$ cat src/rtl/dpath_ld_arb.sv
// Load arbiter and scan sequencer for a shared N-bit hold/scan register bank.
// Two round-robin load requesters share the register; a scan request takes it over for N shift cycles.
module dpath_ld_arb #(
  parameter int N = 8
) (
  input  logic         CLK,
  input  logic         CLR,
  input  logic         REQ0,
  input  logic [N-1:0] D0,
  input  logic         REQ1,
  input  logic [N-1:0] D1,
  input  logic         SCAN_REQ,
  input  logic         SCAN_DIN,
  output logic         GNT0,
  output logic         GNT1,
  output logic [N-1:0] DOUT,
  output logic         HOLD_OUT,
  output logic         TEST_OUT,
  output logic         SCANIN_OUT,
  output logic         SCAN_DONE,
  output logic         BUSY
);

  localparam int CW = $clog2(N) + 1;

  typedef enum logic [1:0] {IDLE, SCAN, DONE} state_t;

  state_t         state_q, state_d;
  logic [CW-1:0]  cnt_q, cnt_d;
  logic           last_q, last_d;
  logic           gnt0_q, gnt0_d;
  logic           gnt1_q, gnt1_d;
  logic [N-1:0]   dout_q, dout_d;
  logic           hold_q, hold_d;
  logic           test_q, test_d;
  logic           done_q, done_d;
  logic           busy_q, busy_d;
  logic           elig0, elig1;

  // A requester granted last cycle is masked so it cannot win twice in a row.
  assign elig0 = REQ0 & ~gnt0_q;
  assign elig1 = REQ1 & ~gnt1_q;

  always_comb begin
    state_d = state_q;
    cnt_d   = cnt_q;
    last_d  = last_q;
    gnt0_d  = 1'b0;
    gnt1_d  = 1'b0;
    dout_d  = dout_q;
    hold_d  = 1'b1;
    test_d  = 1'b0;
    done_d  = 1'b0;
    unique case (state_q)
      IDLE: begin
        if (SCAN_REQ) begin
          state_d = SCAN;
          cnt_d   = '0;
          test_d  = 1'b1;
          hold_d  = 1'b0;
        end else if (elig0 && (!elig1 || last_q)) begin
          gnt0_d  = 1'b1;
          dout_d  = D0;
          hold_d  = 1'b0;
          last_d  = 1'b0;
        end else if (elig1) begin
          gnt1_d  = 1'b1;
          dout_d  = D1;
          hold_d  = 1'b0;
          last_d  = 1'b1;
        end
      end
      SCAN: begin
        cnt_d = cnt_q + 1'b1;
        if (cnt_q == CW'(N - 1)) begin
          state_d = DONE;
          done_d  = 1'b1;
        end else begin
          test_d  = 1'b1;
          hold_d  = 1'b0;
        end
      end
      DONE: begin
        state_d = IDLE;
      end
      default: begin
        state_d = IDLE;
      end
    endcase
    busy_d = (state_d != IDLE);
  end

  always_ff @(posedge CLK or negedge CLR) begin
    if (!CLR) begin
      state_q <= IDLE;
      cnt_q   <= '0;
      last_q  <= 1'b1;
      gnt0_q  <= 1'b0;
      gnt1_q  <= 1'b0;
      dout_q  <= '0;
      hold_q  <= 1'b1;
      test_q  <= 1'b0;
      done_q  <= 1'b0;
      busy_q  <= 1'b0;
    end else begin
      state_q <= state_d;
      cnt_q   <= cnt_d;
      last_q  <= last_d;
      gnt0_q  <= gnt0_d;
      gnt1_q  <= gnt1_d;
      dout_q  <= dout_d;
      hold_q  <= hold_d;
      test_q  <= test_d;
      done_q  <= done_d;
      busy_q  <= busy_d;
    end
  end

  assign GNT0       = gnt0_q;
  assign GNT1       = gnt1_q;
  assign DOUT       = dout_q;
  assign HOLD_OUT   = hold_q;
  assign TEST_OUT   = test_q;
  assign SCANIN_OUT = SCAN_DIN & test_q;
  assign SCAN_DONE  = done_q;
  assign BUSY       = busy_q;

endmodule
$ cat config.mk
export PLATFORM = sky130hd
export DESIGN_NAME = dpath_ld_arb
export DESIGN_NICKNAME = d
export VERILOG_FILES = /design/src/rtl/dpath_ld_arb.sv
export SDC_FILE = /design/constraint.sdc
export NUM_CORES = 1
export LEC_CHECK = 0
export CORE_UTILIZATION = 44
export CTS_CLUSTER_SIZE = 14
export DETAILED_ROUTE_END_ITERATION = 6
export PLACE_DENSITY = 0.78
export SYNTH_ARGS = -nofsm -noshare
export SYNTH_HDL_FRONTEND = slang
export SYNTH_SLANG_ARGS = --single-unit
$ cat constraint.sdc
create_clock -name CLK -period 1.5 [get_ports CLK]
set_input_delay 0.375 -clock CLK [delete_from_list [all_inputs] [get_ports CLK]]
set_output_delay 0.375 -clock CLK [all_outputs]
set_load 0.01 [all_outputs]
==> results.md <==
- Status: finished with violations
- Violations in the final reports: setup timing
- First drt pass iteration count: 4
- Top Metal Used: met4
- Synth Area in Compound Gates: 24.3%
- Detail-routed net length per standard cell: about 16 µm
- TritonCTS buffer count: 3
- IR Drop Worst-Case VDD: approximately 1.1 mV
- Port-buffer cells: 36
- Fraction of layout instances using a drive strength above 1: a little over a quarter
- Vias per cell: 5.76
- Clock tree from TritonCTS: built
- Critical path launch point type: register
- Cells along the critical path: buf_6 -> or3b_4 -> a221oi_2 -> a22oi_1
- Post-Synthesis Net Count: approximately 130
- Biggest area consumer among synthesized cells: sky130_fd_sc_hd__dfrtp_1
- Synthesized instance count: roughly 100
- # diodes: 0
- Critical path's largest stage delay: approximately 0.45 ns
- Design Area, Final: 0.00170 mm²
- Critical Path End Type: register
- Pin count of the biggest net entering global routing: 22
- Class of the most critical setup path: register to register
- Final worst path period need: 1.53 ns
- Sequential cell area fraction in the yosys report: 48.3%
- Post-Synth Simple-Gate Area: between 10% and 20%
- Power dissipated by switching net loads: 942 µW
- Worst Tran Pin Value: 0.276 ns
- Clock network latency to the later pin of the worst-skew pair: about 0.31 ns
- Total power divided by cell area: about 1500 mW/mm²
- Final number of setup-violating endpoints: 1
- Worst setup slack after layout: -0.0315 ns
- Cell class contributing the biggest share of worst-path delay: simple AND/OR/NAND/NOR gates
- Combinational power share: ~50%
- Net count reported at finish: 184
- Type of the tightest min-delay check: primary input to asynchronous set/reset pin
- Most used cells in the layout excluding fill and tap cells: sky130_fd_sc_hd__buf_4, sky130_fd_sc_hd__dfrtp_1, sky130_fd_sc_hd__clkdlybuf4s50_1
- Num rows: 17
- Met2 layer wire length in the routed design: 1510 µm
- Starting utilization of the core area: 48.0%
- Yosys warning count: 0
- Register share of total power: between 30% and 40%
- DRC violation total after the first TritonRoute iteration: 31
- Netlist cell types: 29
- Maximum fanout count along the critical path: 8
- Master of the slowest instance on the critical path: sky130_fd_sc_hd__or3b_4
- Number of pins with negative max-slew slack in the final report: 0
- Static leakage: 0.000807 µW
- Max Root-Sink Buffers: 2
- Sum of overflow across all layers after global routing: 0
- Final worst-path cycle share: 102%
- Cell total after placement: roughly 180
- Ports: 37
- Vias in the first global route: about 1000
- Max transition margin: around 80%
- Xor/xnor share of the synthesized area: 0%
- Global-route usage over all layers: between 20% and 30%
- Detailed-routed wire length on met3: about 170 µm
- Cell area after synthesis: around 0.0011 mm²
- Die outline area: approximately 0.0027 mm²
- Fraction of synthesized cell area taken by the top area cell type: around 44%
- Worst-case hold slack: approximately 0.39 ns
- Final ANT Viol Nets: 0
- Maximum Capacitance Violations: 0
- Worst path arrival time: about 1.7 ns
- CTS root buffer: sky130_fd_sc_hd__clkbuf_4
- Average size of a mapped cell: roughly 11 µm²
- CTS sink count: 21
- Number of synthesized register bits: 21
- Design Power: 2490 µW
- Chip Height: between 50 and 60 µm
- Global placement routability congestion: about 0.80
- Layout Area Growth over Synthesis: 55.6%
- Switching share of total power: between 30% and 40%
- Clock group share of total power: 10.8%
- Htree depth: 1
- Half-perimeter wire length after detailed placement: about 1900 µm
- Required time worst endpoint: about 1.7 ns
- Skew final: 0.00986 ns
- Sum of buffers and inverters on the critical path: 1
- DRC errors left: 0
- Wire length the detailed router placed on met1: 1250 µm
- Adder and majority cell fraction of the synthesized area: ~1.1%
- Width of the die: 51.8 µm
- Number of buffers inserted for hold repair after clock tree synthesis: 0
- Cell internal power dissipation: approximately 1500 µW
- Final wirelength: between 3000 and 4000 µm
- Number of vias after detailed routing: about 1100
- Most frequent standard cell in the layout excluding fill and tap cells: sky130_fd_sc_hd__buf_4
- Clock input transition at the sequential cells of the worst setup and hold paths: 0.11 ns
- Number of hold-slack violations in the final timing report: 0
- Number of antenna violations at the first check in global routing: 0
- Highest attainable clock frequency: between 600 and 700 MHz
- Area of the core region: between 0.002 and 0.0025 mm²
- Unrepaired setup endpoints after global routing: yes
- Wire length of the first global-routing pass: 4520 µm
- Placed instance area: approximately 0.0016 mm²
- Cell types with the largest area share after synthesis: sky130_fd_sc_hd__dfrtp_1, sky130_fd_sc_hd__a221oi_1, sky130_fd_sc_hd__and3b_1
- Minimum setup slack after placement: -0.423 ns
- Mux cell area share after synthesis: under 10%
- Main combinational cell family by area after synthesis: compound AO/OA/AOI/OAI gates
- Non-filler instance count after layout: 188
- Number of filler cells placed in the layout: between 150 and 200
-- state kept, by name, indices dropped and copies added (netlist names) --
| register | flops |
|---|---|
| BUSY | 1 |
| DOUT | 8 |
| GNT0 | 1 |
| GNT1 | 1 |
| HOLD_OUT | 1 |
| SCAN_DONE | 1 |
| TEST_OUT | 1 |
| cnt_q | 4 |
| last_q | 1 |
| state_q | 2 |
-- area by class of cell --
type,instances,area [µm²],area share (%)
clock buffer,4,26.3,1.55
inverter,13,48.8,2.87
multi-input combinational,64,533,31.4
sequential,21,528,31.1
tap,28,35.0,2.06
timing repair buffer,58,528,31.1
-- worst paths after layout --
| path | slack [ns] | start | depth (start not counted) | to |
|---|---|---|---|---|
| setup / recovery | -0.03 | GNT1 | 4 | DOUT[5] |
| hold / removal | 0.39 | CLR | 2 | DOUT[1] |
| setup reg to reg | -0.03 | GNT1 | 4 | DOUT[5] |
| hold reg to reg | 0.53 | cnt_q[1] | 2 | cnt_q[1] |
| max in group asynchronous | 0.82 | CLR | 2 | HOLD_OUT |
| min in group CLK | 0.53 | SCAN_REQ | 4 | BUSY |
-- synthesized netlist by cell type --
cell and number:
sky130_fd_sc_hd__and2_1 1, sky130_fd_sc_hd__nand2b_1 2, sky130_fd_sc_hd__buf_2 1, sky130_fd_sc_hd__dfstp_2 2, sky130_fd_sc_hd__inv_1 13, sky130_fd_sc_hd__a41oi_1 2, sky130_fd_sc_hd__nor2_1 3, sky130_fd_sc_hd__a311oi_4 1
sky130_fd_sc_hd__clkbuf_2 1, sky130_fd_sc_hd__a21o_1 2, sky130_fd_sc_hd__or3b_1 1, sky130_fd_sc_hd__nor3_1 3, sky130_fd_sc_hd__ha_1 1, sky130_fd_sc_hd__a211oi_1 1, sky130_fd_sc_hd__or2b_1 1, sky130_fd_sc_hd__clkbuf_1 1
sky130_fd_sc_hd__or3_4 1, sky130_fd_sc_hd__buf_6 3, sky130_fd_sc_hd__mux2i_1 2, sky130_fd_sc_hd__nand3_1 1, sky130_fd_sc_hd__a22oi_1 8, sky130_fd_sc_hd__dfrtp_1 19, sky130_fd_sc_hd__a221oi_1 8, sky130_fd_sc_hd__and3b_1 8
sky130_fd_sc_hd__nand2_1 4, sky130_fd_sc_hd__nor3b_1 1, sky130_fd_sc_hd__o21bai_1 1, sky130_fd_sc_hd__o22ai_1 1, sky130_fd_sc_hd__o21ai_0 11
-- kinds of logic (layout without fill, tap and decap cells) --
| logic type | Yosys count | after routing |
|---|---|---|
| AOI/OAI and AO/OA | 35 | 35 |
| adders and majority gates | 1 | 1 |
| and+or+nand+nor | 26 | 26 |
| DFF | 21 | 21 |
| buffers and inverters | 19 | 75 |
| muxes | 2 | 2 |
-- repair_timing --
item                                    4_1_cts  5_1_grt
endpoints found under the hold margin         0        0
cloned                                        0        0
gates resized for setup                      24       14
pin swaps                                     0        4
setup buffers                                 2        3
endpoints found under the setup margin       23       10
-- metrics by stage --
step,TNS [ns],util (%)
floorplan,0,-
global placement,-3.87,68.9
detailed placement,-4.25,68.9
CTS,0,71.0
global route,-0.0941,74.7
finish,-0.0315,74.7
-- power by group through the flow --
stage / combinational [µW] / sequential [µW] / clock [µW]
after floorplan: 554 / 1060 / 0
after global placement: 1170 / 978 / 0
after detailed placement: 1200 / 996 / 0
after CTS: 1130 / 978 / 277
after global routing: 1350 / 1010 / 301
final: 1240 / 977 / 270
-- routing by layer --
| metal | up-vias | GRT usage [%] |
|---|---|---|
| li1 | 497 | - |
| met1 | 532 | 26.7 |
| met2 | 43 | 41.9 |
| met3 | 10 | 5.26 |
| met4 | 0 | 16.2 |
| met5 | - | 0 |
(Power assumes the default switching activity.)
